<file path="config.mk">
export PLATFORM = sky130hd
export DESIGN_NAME = div_arbiter
export DESIGN_NICKNAME = d
export VERILOG_FILES = /design/src/rtl/div_arbiter.sv
export SDC_FILE = /design/constraint.sdc
export NUM_CORES = 1
export LEC_CHECK = 0
export CAP_MARGIN = 0
export CORE_AREA = 2 2 119 121
export DETAILED_ROUTE_END_ITERATION = 8
export DIE_AREA = 0 0 121 123
export PLACE_DENSITY = 0.9
export SLEW_MARGIN = 20
export SYNTH_ARGS = -nofsm -noshare
export SYNTH_HDL_FRONTEND = slang
export SYNTH_SLANG_ARGS = --single-unit
export TNS_END_PERCENT = 20
</file>
<file path="constraint.sdc">
create_clock -name clk -period 2.4 [get_ports clk]
set_input_delay 0.72 -clock clk [delete_from_list [all_inputs] [get_ports clk]]
set_output_delay 0.72 -clock clk [all_outputs]
set_load 0.02 [all_outputs]
</file>
<file path="src/rtl/div_arbiter.sv">
// div_arbiter: round-robin sharing of one sequential divider among N requesters, with local divide-by-zero trap and timeout
module div_arbiter #(
  parameter int N       = 4,
  parameter int WIDTH   = 16,
  parameter int TIMEOUT = 40
) (
  input  logic                 clk,
  input  logic                 rst,
  input  logic [N-1:0]         req,
  input  logic [N*WIDTH-1:0]   a_in,
  input  logic [N*WIDTH-1:0]   b_in,
  output logic [N-1:0]         gnt,
  output logic [N-1:0]         rsp_valid,
  output logic [WIDTH-1:0]     rsp_q,
  output logic [WIDTH-1:0]     rsp_r,
  output logic                 rsp_dz,
  output logic                 rsp_err,
  output logic                 busy,
  output logic                 div_start,
  output logic [WIDTH-1:0]     div_a,
  output logic [WIDTH-1:0]     div_b,
  input  logic                 div_done,
  input  logic [WIDTH-1:0]     div_y,
  input  logic [WIDTH-1:0]     div_rem
);
  localparam int IW = (N > 1) ? $clog2(N) : 1;
  localparam int CW = $clog2(TIMEOUT + 1);
  typedef enum logic [1:0] {IDLE, ISSUE, WAIT, RESP} state_t;
  state_t           state_q, state_d;
  logic [IW-1:0]    ptr_q, ptr_d, id_q, id_d, win;
  logic             win_ok;
  logic [WIDTH-1:0] a_lat_q, a_lat_d, b_lat_q, b_lat_d;
  logic [WIDTH-1:0] res_q_q, res_q_d, res_r_q, res_r_d;
  logic             dz_q, dz_d, err_q, err_d;
  logic [CW-1:0]    cnt_q, cnt_d;
  logic [N-1:0]     gnt_q, gnt_d, rsp_valid_q, rsp_valid_d;
  logic             div_start_q, div_start_d, busy_q, busy_d;
  // descending scan leaves the first set bit at or after ptr as the winner
  always_comb begin
    win = ptr_q;
    win_ok = 1'b0;
    for (int k = N - 1; k >= 0; k--) begin
      if (req[(int'(ptr_q) + k) % N]) begin
        win = IW'((int'(ptr_q) + k) % N);
        win_ok = 1'b1;
      end
    end
  end
  always_comb begin
    state_d = state_q;
    ptr_d   = ptr_q;
    id_d    = id_q;
    a_lat_d = a_lat_q;
    b_lat_d = b_lat_q;
    res_q_d = res_q_q;
    res_r_d = res_r_q;
    dz_d    = dz_q;
    err_d   = err_q;
    cnt_d   = cnt_q;
    case (state_q)
      IDLE: if (win_ok) begin
        state_d = ISSUE;
        id_d    = win;
        a_lat_d = a_in[int'(win)*WIDTH +: WIDTH];
        b_lat_d = b_in[int'(win)*WIDTH +: WIDTH];
      end
      ISSUE: begin
        cnt_d   = '0;
        state_d = (b_lat_q == '0) ? RESP : WAIT;
        if (b_lat_q == '0) begin
          res_q_d = '1;
          res_r_d = a_lat_q;
          dz_d    = 1'b1;
          err_d   = 1'b0;
        end
      end
      WAIT: begin
        cnt_d = cnt_q + 1'b1;
        if (div_done || cnt_q == CW'(TIMEOUT - 1)) begin
          state_d = RESP;
          res_q_d = div_done ? div_y : '0;
          res_r_d = div_done ? div_rem : '0;
          dz_d    = 1'b0;
          err_d   = !div_done;
        end
      end
      RESP: begin
        state_d = IDLE;
        ptr_d   = (id_q == IW'(N - 1)) ? '0 : id_q + 1'b1;
      end
      default: state_d = IDLE;
    endcase
  end
  // strobes are registered from the next state so they line up with the state they decode
  always_comb begin
    gnt_d       = (state_d == ISSUE) ? N'(1) << id_d : '0;
    rsp_valid_d = (state_d == RESP) ? N'(1) << id_d : '0;
    div_start_d = (state_d == ISSUE) && (b_lat_d != '0);
    busy_d      = (state_d != IDLE);
  end
  always_ff @(posedge clk or negedge rst) begin
    if (!rst) begin
      state_q     <= IDLE;
      ptr_q       <= '0;
      id_q        <= '0;
      a_lat_q     <= '0;
      b_lat_q     <= '0;
      res_q_q     <= '0;
      res_r_q     <= '0;
      dz_q        <= 1'b0;
      err_q       <= 1'b0;
      cnt_q       <= '0;
      gnt_q       <= '0;
      rsp_valid_q <= '0;
      div_start_q <= 1'b0;
      busy_q      <= 1'b0;
    end else begin
      state_q     <= state_d;
      ptr_q       <= ptr_d;
      id_q        <= id_d;
      a_lat_q     <= a_lat_d;
      b_lat_q     <= b_lat_d;
      res_q_q     <= res_q_d;
      res_r_q     <= res_r_d;
      dz_q        <= dz_d;
      err_q       <= err_d;
      cnt_q       <= cnt_d;
      gnt_q       <= gnt_d;
      rsp_valid_q <= rsp_valid_d;
      div_start_q <= div_start_d;
      busy_q      <= busy_d;
    end
  end
  assign gnt       = gnt_q;
  assign rsp_valid = rsp_valid_q;
  assign rsp_q     = res_q_q;
  assign rsp_r     = res_r_q;
  assign rsp_dz    = dz_q;
  assign rsp_err   = err_q;
  assign busy      = busy_q;
  assign div_start = div_start_q;
  assign div_a     = a_lat_q;
  assign div_b     = b_lat_q;
endmodule

</file>
==> results by group, run 1 <==
STA
  – Final Critical Period: about 2600 ps
  – Max_slew headroom: between 50% and 60%
  – Clock skew: about 8.5 ps
  – Slew @ Worst Pin: 669 ps
  – Final setup viols: 1
  – Final worst-path setup slack: -194 ps
  – Final TNS setup: -194 ps
  – F_max: 386 MHz
  – RSZ-0062 raised after global routing: yes
  – Hold Vio Cnt, Final: 0
  – Max Slew Vio Count: 0
  – Final worst-path cycle share: 108%

Logic synthesis
  – Cell variety after synth: 52
  – Synth Cell Area: 5090 sq um
  – Sequential area share after synthesis: 43.3%
  – Yosys warnings: 0
  – Post-synth EDFFs: 0
  – Cell count after synthesis: approximately 630
  – Synthesized area per cell: 8.06 sq um
  – Post-Syn Nets: 806
  – Predominant post-synthesis flop cell: dfrtp_1
  – Yosys reg bits: about 90
  – Async set-or-reset flop fraction in the synthesized netlist: 100%

Clock network
  – Clock Path Buffers: 2
  – CTS Sinks: roughly 90
  – CTS root buf: clkbuf_16
  – CTS Hold Bufs: 0
  – CTS buffer count: 9
  – H-tree depth: 3
  – Clk_lat worst skew: approximately 340 ps
  – Clk slew on worst S/H paths: approximately 70 ps
  – CTS tree: yes

Final layout
  – ANT cells: 0
  – Multi-input logic area: 2730 sq um
  – Sequential cell area: 2200 sq um
  – Most frequent cells in the layout: clkdlybuf4s50_1 (237), nand2_1 (145), dfrtp_1 (88)
  – Area grow syn2layout: 65.4%
  – Commonest non-fill, non-tap cell in the layout: clkdlybuf4s50_1
  – Layout cell share with drive strength beyond 1: a little under an eighth
  – # fillers: roughly 1200
  – Finished Layout Cells: 1075
  – Layout Nets: approximately 1100
  – Fin area: approximately 8400 sq um

Floorplan
  – Die footprint: 14900 sq um
  – Num ports: 243
  – Core area: between 10000 and 15000 sq um
  – Die width: around 120 um
  – Initial core utilization: 37.4%
  – Die span in y: ~120 um
  – Placement Rows: 43

Placed design
  – Placed insts: between 1000 and 1500
  – Port Buffers: about 240
  – Place WS: -1030 ps
  – GPL Wtd Cong: ~0.92
  – Area after DPL: 8020 sq um
  – Post-DP HPWL: between 10000 and 15000 um

Hold path
  – Hold Path Class: in -> async

Power
  – Peak supply drop: ~0.00068 V
  – Power Total: approximately 11 mW
  – Power Density: 1260 nW/um^2
  – Pleak: roughly 3.5 nW

Status
  – Outcome: finished with violations
  – Violated checks: negative setup slack

Worst setup path
  – Setup crit end kind: flop
  – CP max-delay cell: or4_4
  – Crit path kind: in -> reg
  – WP buf/inv: 1
  – CP arrival: roughly 2800 ps
  – Startpoint Class: input pin
  – Max stage delay on crit path: 490 ps
  – Cell Chain, Critical Path: buf_2 -> or3_1 -> and4_4 -> nor3_2 -> o211ai_1 -> o211a_1 -> or4_4 -> o41a_1
  – Top Family by Delay on Critical Path: simple AND/OR/NAND/NOR gates
  – CP Max Fanout: 7
  – Req. time, crit path: 2620 ps

Drt
  – Drc violations: 0
  – Total wire length: about 18000 um
  – First-pass detailed-route iteration total: 5
  – WL per Instance: ~17 um
  – Routed vias/inst: between 5 and 6
  – DRT iter0 DRCs: 318
  – Via count: roughly 5700
  – Antenna Nets Post-Route: 0

Global route
  – Initial antenna violation count: 0
  – Global-route wire length before repair: around 28000 um
  – Vias in the first global route: ~5500
  – Total grt overflow: 0
  – Total GRT Usage: between 20% and 30%
  – Largest net degree at the start of global routing: between 40 and 50

Job
  – Max_cap viols: 0
## state kept, by name (all words and copies together), names as in the netlist
signal     cells
rsp_dz         1
rsp_r         16
cnt_q          6
ptr_q          2
rsp_err        1
id_q           2
div_start      1
div_b         16
rsp_q         16
state_q        2
div_a         16
gnt            4
rsp_valid      4
busy           1
## stage by stage
stage	util [%]	hold WS, ps
after floorplan	-	424
after global placement	58.9	479
after detailed placement	58.9	484
after CTS	61.2	416
after global routing	61.9	434
final	61.9	391
## power by group
group / switching (mW) / internal [mW] / total, mW
logic: 3.63 / 2.99 / 6.63
clock network: 0.615 / 0.713 / 1.33
registers: 0.521 / 2.16 / 2.68
## kinds of logic after synthesis
group                      after synthesis  share of synthesized area [%]
adders and majority gates                7                           1.72
DFF                                     88                           43.3
and+or+nand+nor                        312                           27.1
muxes                                    6                           1.40
buffers and inverters                   75                           5.87
AOI/OAI and AO/OA                      143                           20.5
xor gates and xnor gates                 1                          0.172
## cells in the mapped netlist (2+ instances only)
library cell  count  area [sq um]
a21boi_1          2          15.0
a21oi_1          13          65.1
a221oi_1         17           149
a22o_1            2          17.5
a22oi_1           4          30.0
a311oi_1          8          70.1
a31oi_1          27           169
and2_1           15          93.8
buf_1             7          26.3
buf_2             5          25.0
clkbuf_1         35           131
dfrtp_1          88          2200
ha_1              7          87.6
inv_1            24          90.1
mux2_2            4          45.0
nand2_1         146           548
nand2b_1          5          31.3
nand3_1          41           205
nand4_1           2          12.5
nor2_1           70           263
nor2b_1           2          12.5
nor3_1            5          25.0
nor3b_1          10          75.1
nor4_1            4          25.0
o2111ai_1        20           175
o211a_1           2          20.0
o211ai_1         12          90.1
o21a_1            2          15.0
o21ai_0          24           120
o221a_2           3          33.8
o22ai_1           2          12.5
or2_2             2          12.5
or3_1             2          12.5
or4_1             2          15.0
## cell type report
| type | instances | area share [%] |
|---|---|---|
| repair buffers | 296 | 34.3 |
| multi-input cells | 469 | 32.4 |
| flip-flops and latches | 88 | 26.1 |
| clock buffers | 9 | 2.67 |
| well taps | 180 | 2.67 |
| inverters | 26 | 1.16 |
| clock inverters | 7 | 0.639 |
## path summary, 6_finish.rpt
kind | from | end | slack [ps] | cells past startpoint
worst max-delay path | req[3] | div_start$_DFF_PN0_ | -190 | 8
worst min-delay path | rst | div_b[8]$_DFF_PN0_ | 390 | 1
min in group clk | rsp_q[0]$_DFFE_PN0P_ | rsp_q[0]$_DFFE_PN0P_ | 490 | 2
max in group asynchronous | rst | rsp_r[15]$_DFFE_PN0P_ | 1390 | 2
worst min register to register | rsp_q[0]$_DFFE_PN0P_ | rsp_q[0]$_DFFE_PN0P_ | 490 | 2
worst max register to register | ptr_q[0]$_DFFE_PN0N_ | div_start$_DFF_PN0_ | -190 | 7
## repair_timing
item,in CTS,in global routing
resized for setup,23,20
pin swaps,2,7
endpoints found under the setup margin,42,26
setup buffers,0,1
## routing by layer
metal / GRT usage, % / up-vias / wire (um)
li1: - / 2749 / -
met1: 30.7 / 2640 / 7570
met2: 39.6 / 234 / 8860
met3: 4.11 / 39 / 1030
met4: 9.52 / 0 / 547
met5: 0 / - / 0
Note: power is estimated with default switching activity, not from simulation.
==> run 2: changes to the inputs <==
Settings changed: ABC_AREA set to 1, CELL_PAD_IN_SITES_DETAIL_PLACEMENT set to 0, CELL_PAD_IN_SITES_GLOBAL_PLACEMENT set to 2, CORE_AREA 2 2 119 121 to 2 2 165 167, DIE_AREA 0 0 121 123 to 0 0 167 169, PLACE_DENSITY 0.9 to 0.88.
==> results by group, run 2 <==
STA
  – Max_slew headroom: 49.6% (-5.8 points)
  – Final worst-path cycle share: 102% (-6.1 points)
  – Clock skew: 9.73 ps (+1.26 ps)
  – F_max: 409 MHz (+6.0%)
  – Max Slew Vio Count: 0 (unchanged)
  – RSZ-0062 raised after global routing: yes
  – Final TNS setup: -53.2 ps (+140 ps)
  – Final worst-path setup slack: -47.0 ps (+146 ps)
  – Final setup viols: 2 (+1)
  – Hold Vio Cnt, Final: 0 (unchanged)
  – Final Critical Period: 2450 ps (-146 ps)
  – Slew @ Worst Pin: 755 ps (+86.0 ps)

Clock network
  – CTS tree: yes
  – CTS buffer count: 9 (unchanged)
  – Clk slew on worst S/H paths: 60 ps (about the same)
  – CTS Sinks: 88 (unchanged)
  – H-tree depth: 3 (unchanged)
  – Clk_lat worst skew: 350 ps (about the same)
  – CTS root buf: clkbuf_16
  – Clock Path Buffers: 2 (unchanged)

Worst setup path
  – Startpoint Class: input pin
  – Setup crit end kind: flop
  – RR Endpoint: div_start$_DFF_PN0_
  – CP arrival: 2670 ps (-140 ps)
  – Req. time, crit path: 2630 ps (about the same)
  – Crit path kind: in -> reg
  – Crit. Startpoint: req[0]
  – CP Max Fanout: 8 (+1)
  – Reg2Reg Depth: 21 (+14)
  – Flop2flop setup slack: -30 ps (+160 ps)
  – R2R Path Start: ptr_q[0]$_DFFE_PN0N_
  – Crit path to: div_start$_DFF_PN0_

Global route
  – Largest net degree at the start of global routing: 42 (-14%)
  – Vias in the first global route: 5700 (+3.7%)
  – Total GRT Usage: 14.8% (-9.0 points)
  – Global-route wire length before repair: 32500 um (+17%)
  – Total grt overflow: 0 (unchanged)
  – Initial antenna violation count: 1 (+1)

Final layout
  – Layout cell share with drive strength beyond 1: 24.7% (+13 points)
  – Commonest non-fill, non-tap cell in the layout: clkdlybuf4s50_1
  – Finished Layout Cells: 1309 (+22%)
  – Layout Nets: 1135 (+6.7%)
  – Area grow syn2layout: 90.3%
  – Final core utilization: 35.5% (-26 points)
  – Most frequent cells in the layout: clkdlybuf4s50_1 (237), nand2_1 (148), dfrtp_1 (87)
  – # fillers: 2752 (+140%)

Placed design
  – Port Buffers: 242 (unchanged)
  – Post-DP HPWL: 15300 um (+9.9%)
  – Place WS: -666 ps (+368 ps)
  – Placed insts: 1254 (+19%)
  – GPL Wtd Cong: 0.808 (-12%)

Power
  – Peak supply drop: 0.000703 V (+3.4%)
  – Power Density: 1740 nW/um^2 (+38%)
  – Power Total: 16.4 mW (+54%)
  – Pleak: 4.09 nW (+16%)

Floorplan
  – Die span in y: 169 um (+37%)
  – Placement Rows: 60 (+40%)
  – Num ports: 243 (unchanged)
  – Die width: 167 um (+38%)
  – Die footprint: 28200 sq um (+90%)
  – Initial core utilization: 18.6% (-19 points)
  – Core area: 26500 sq um (+95%)

Job
  – Max_cap viols: 0 (unchanged)

Logic synthesis
  – Cell count after synthesis: 672 (+6.3%)
  – Async set-or-reset flop fraction in the synthesized netlist: 100% (unchanged)
  – Synth Cell Area: 4940 sq um (-2.9%)
  – Predominant post-synthesis flop cell: dfrtp_1
  – Post-synth top cells: nand2_1 (199), nand3_1 (134), dfrtp_1 (88)
  – Synth top area share: 44.6% (+1.3 points)
  – Synth area leader: dfrtp_1
  – Post-Syn Nets: 846 (+5.0%)
  – Top-count cell post-synth: nand2_1
  – Synthesized area per cell: 7.35 sq um (-8.7%)
  – Post-synth EDFFs: 0 (unchanged)
  – Yosys warnings: 0 (unchanged)
  – Synth area leaders: dfrtp_1 (45%), nand2_1 (15%), nand3_1 (14%)
  – Yosys reg bits: 88 (unchanged)
  – Sequential area share after synthesis: 44.6% (+1.3 points)
  – Cell variety after synth: 28 (-46%)

Drt
  – Routed wl met2: 10700 um (+21%)
  – Antenna Nets Post-Route: 0 (unchanged)
  – Total wire length: 22100 um (+23%)
  – Routed vias/inst: 4.34 (-18%)
  – Wl on met1: 9890 um (+31%)
  – WL per Instance: 16.9 um (+0.65%)
  – DRT iter0 DRCs: 189 (-41%)
  – Highest metal used: met4
  – Met3 WL: 1150 um (+12%)
  – Drc violations: 0 (unchanged)
  – First-pass detailed-route iteration total: 6 (+1)
  – Via count: 5681 (+0.34%)

Status
  – Outcome: finished with violations
  – Violated checks: negative setup slack

Hold path
  – Hold Path Class: in -> async
## run 2: cell count changes in the layout (fill, tap and decap cells not counted), moves of 12 or more
cell and delta:
o211ai_1 -12, and2_1 -13, a21oi_1 +25, nand2_2 +49, nand3_1 +32, o2111ai_1 -20, nor2_1 -32, nand3_2 +58
a221oi_1 -17, o22ai_1 +14, a31oi_1 -25
## run 2: logic make-up after synthesis
family                     share of synthesized area, %
adders and majority gates                          1.77
and+or+nand+nor                                    35.7
AOI/OAI and AO/OA                                  9.70
buffers and inverters                              8.26
DFF                                                44.6
## run 2: worst min path at each step
stage                                     from  slack [ps]                     to
after floorplan                            rst         420         busy$_DFF_PN0_
after global placement      rsp_dz$_DFFE_PN0P_         460     rsp_dz$_DFFE_PN0P_
after detailed placement  rsp_q[0]$_DFFE_PN0P_         460   rsp_q[0]$_DFFE_PN0P_
after CTS                                  rst         330  div_a[15]$_DFFE_PN0P_
after global routing                       rst         340  div_a[12]$_DFFE_PN0P_
final                                      rst         320  div_a[12]$_DFFE_PN0P_
## run 2: worst max-delay path, cell delays in order
cell and delay [ps]:
dlygate4sd2_1 220, nand2_2 60, nand2_2 80, nand2_2 70, nand2_2 60, inv_2 40
nand2_4 70, buf_6 100, nand4_4 130, buf_12 170, nand2_8 100, buf_12 130
inv_12 50, nand2_2 60, nand3_2 60, nand3_2 80, nand2_2 70, nor2_2 120
nand2_1 80, nor2_2 100, a21oi_1 70
## run 2: final cells by class
cell class	instances	area, sq um	share of cell area (%)
timing repair buffer	318	3390	36.1
multi-input combinational	502	2890	30.7
antenna	2	5.00	0.0532
clock buffer	10	239	2.54
tap	341	427	4.54
clock inverter	6	67.6	0.718
inverter	42	180	1.92
sequential	88	2200	23.4
## run 2: report_power, final
part	total (mW)	internal, mW	leakage [nW]	switching [mW]
logic	12.2	5.47	2.87	6.72
clock network	1.47	0.842	0.150	0.629
registers	2.70	2.26	1.07	0.450
## run 2: per-layer routing
| metal | GRT usage, % | vias to the layer above |
|---|---|---|
| met3 | 3.41 | 18 |
| met1 | 19.1 | 2713 |
| met2 | 24.7 | 140 |
| met5 | 0 | - |
| met4 | 4.16 | 0 |
| li1 | - | 2810 |
## run 2: what timing repair did
action	4_1_cts	5_1_grt
hold buffers	0	0
setup endpoints to repair	25	33
pin swaps	27	55
resized for setup	48	126
buffers inserted	15	13
gates cloned	7	5
## run 2: through the flow
stage | hold WS [ps] | instance area, sq um
after global placement | 456 | 7990
final | 324 | 9400
after CTS | 331 | 8780
after floorplan | 424 | 4940
after global routing | 343 | 9400
after detailed placement | 463 | 7990
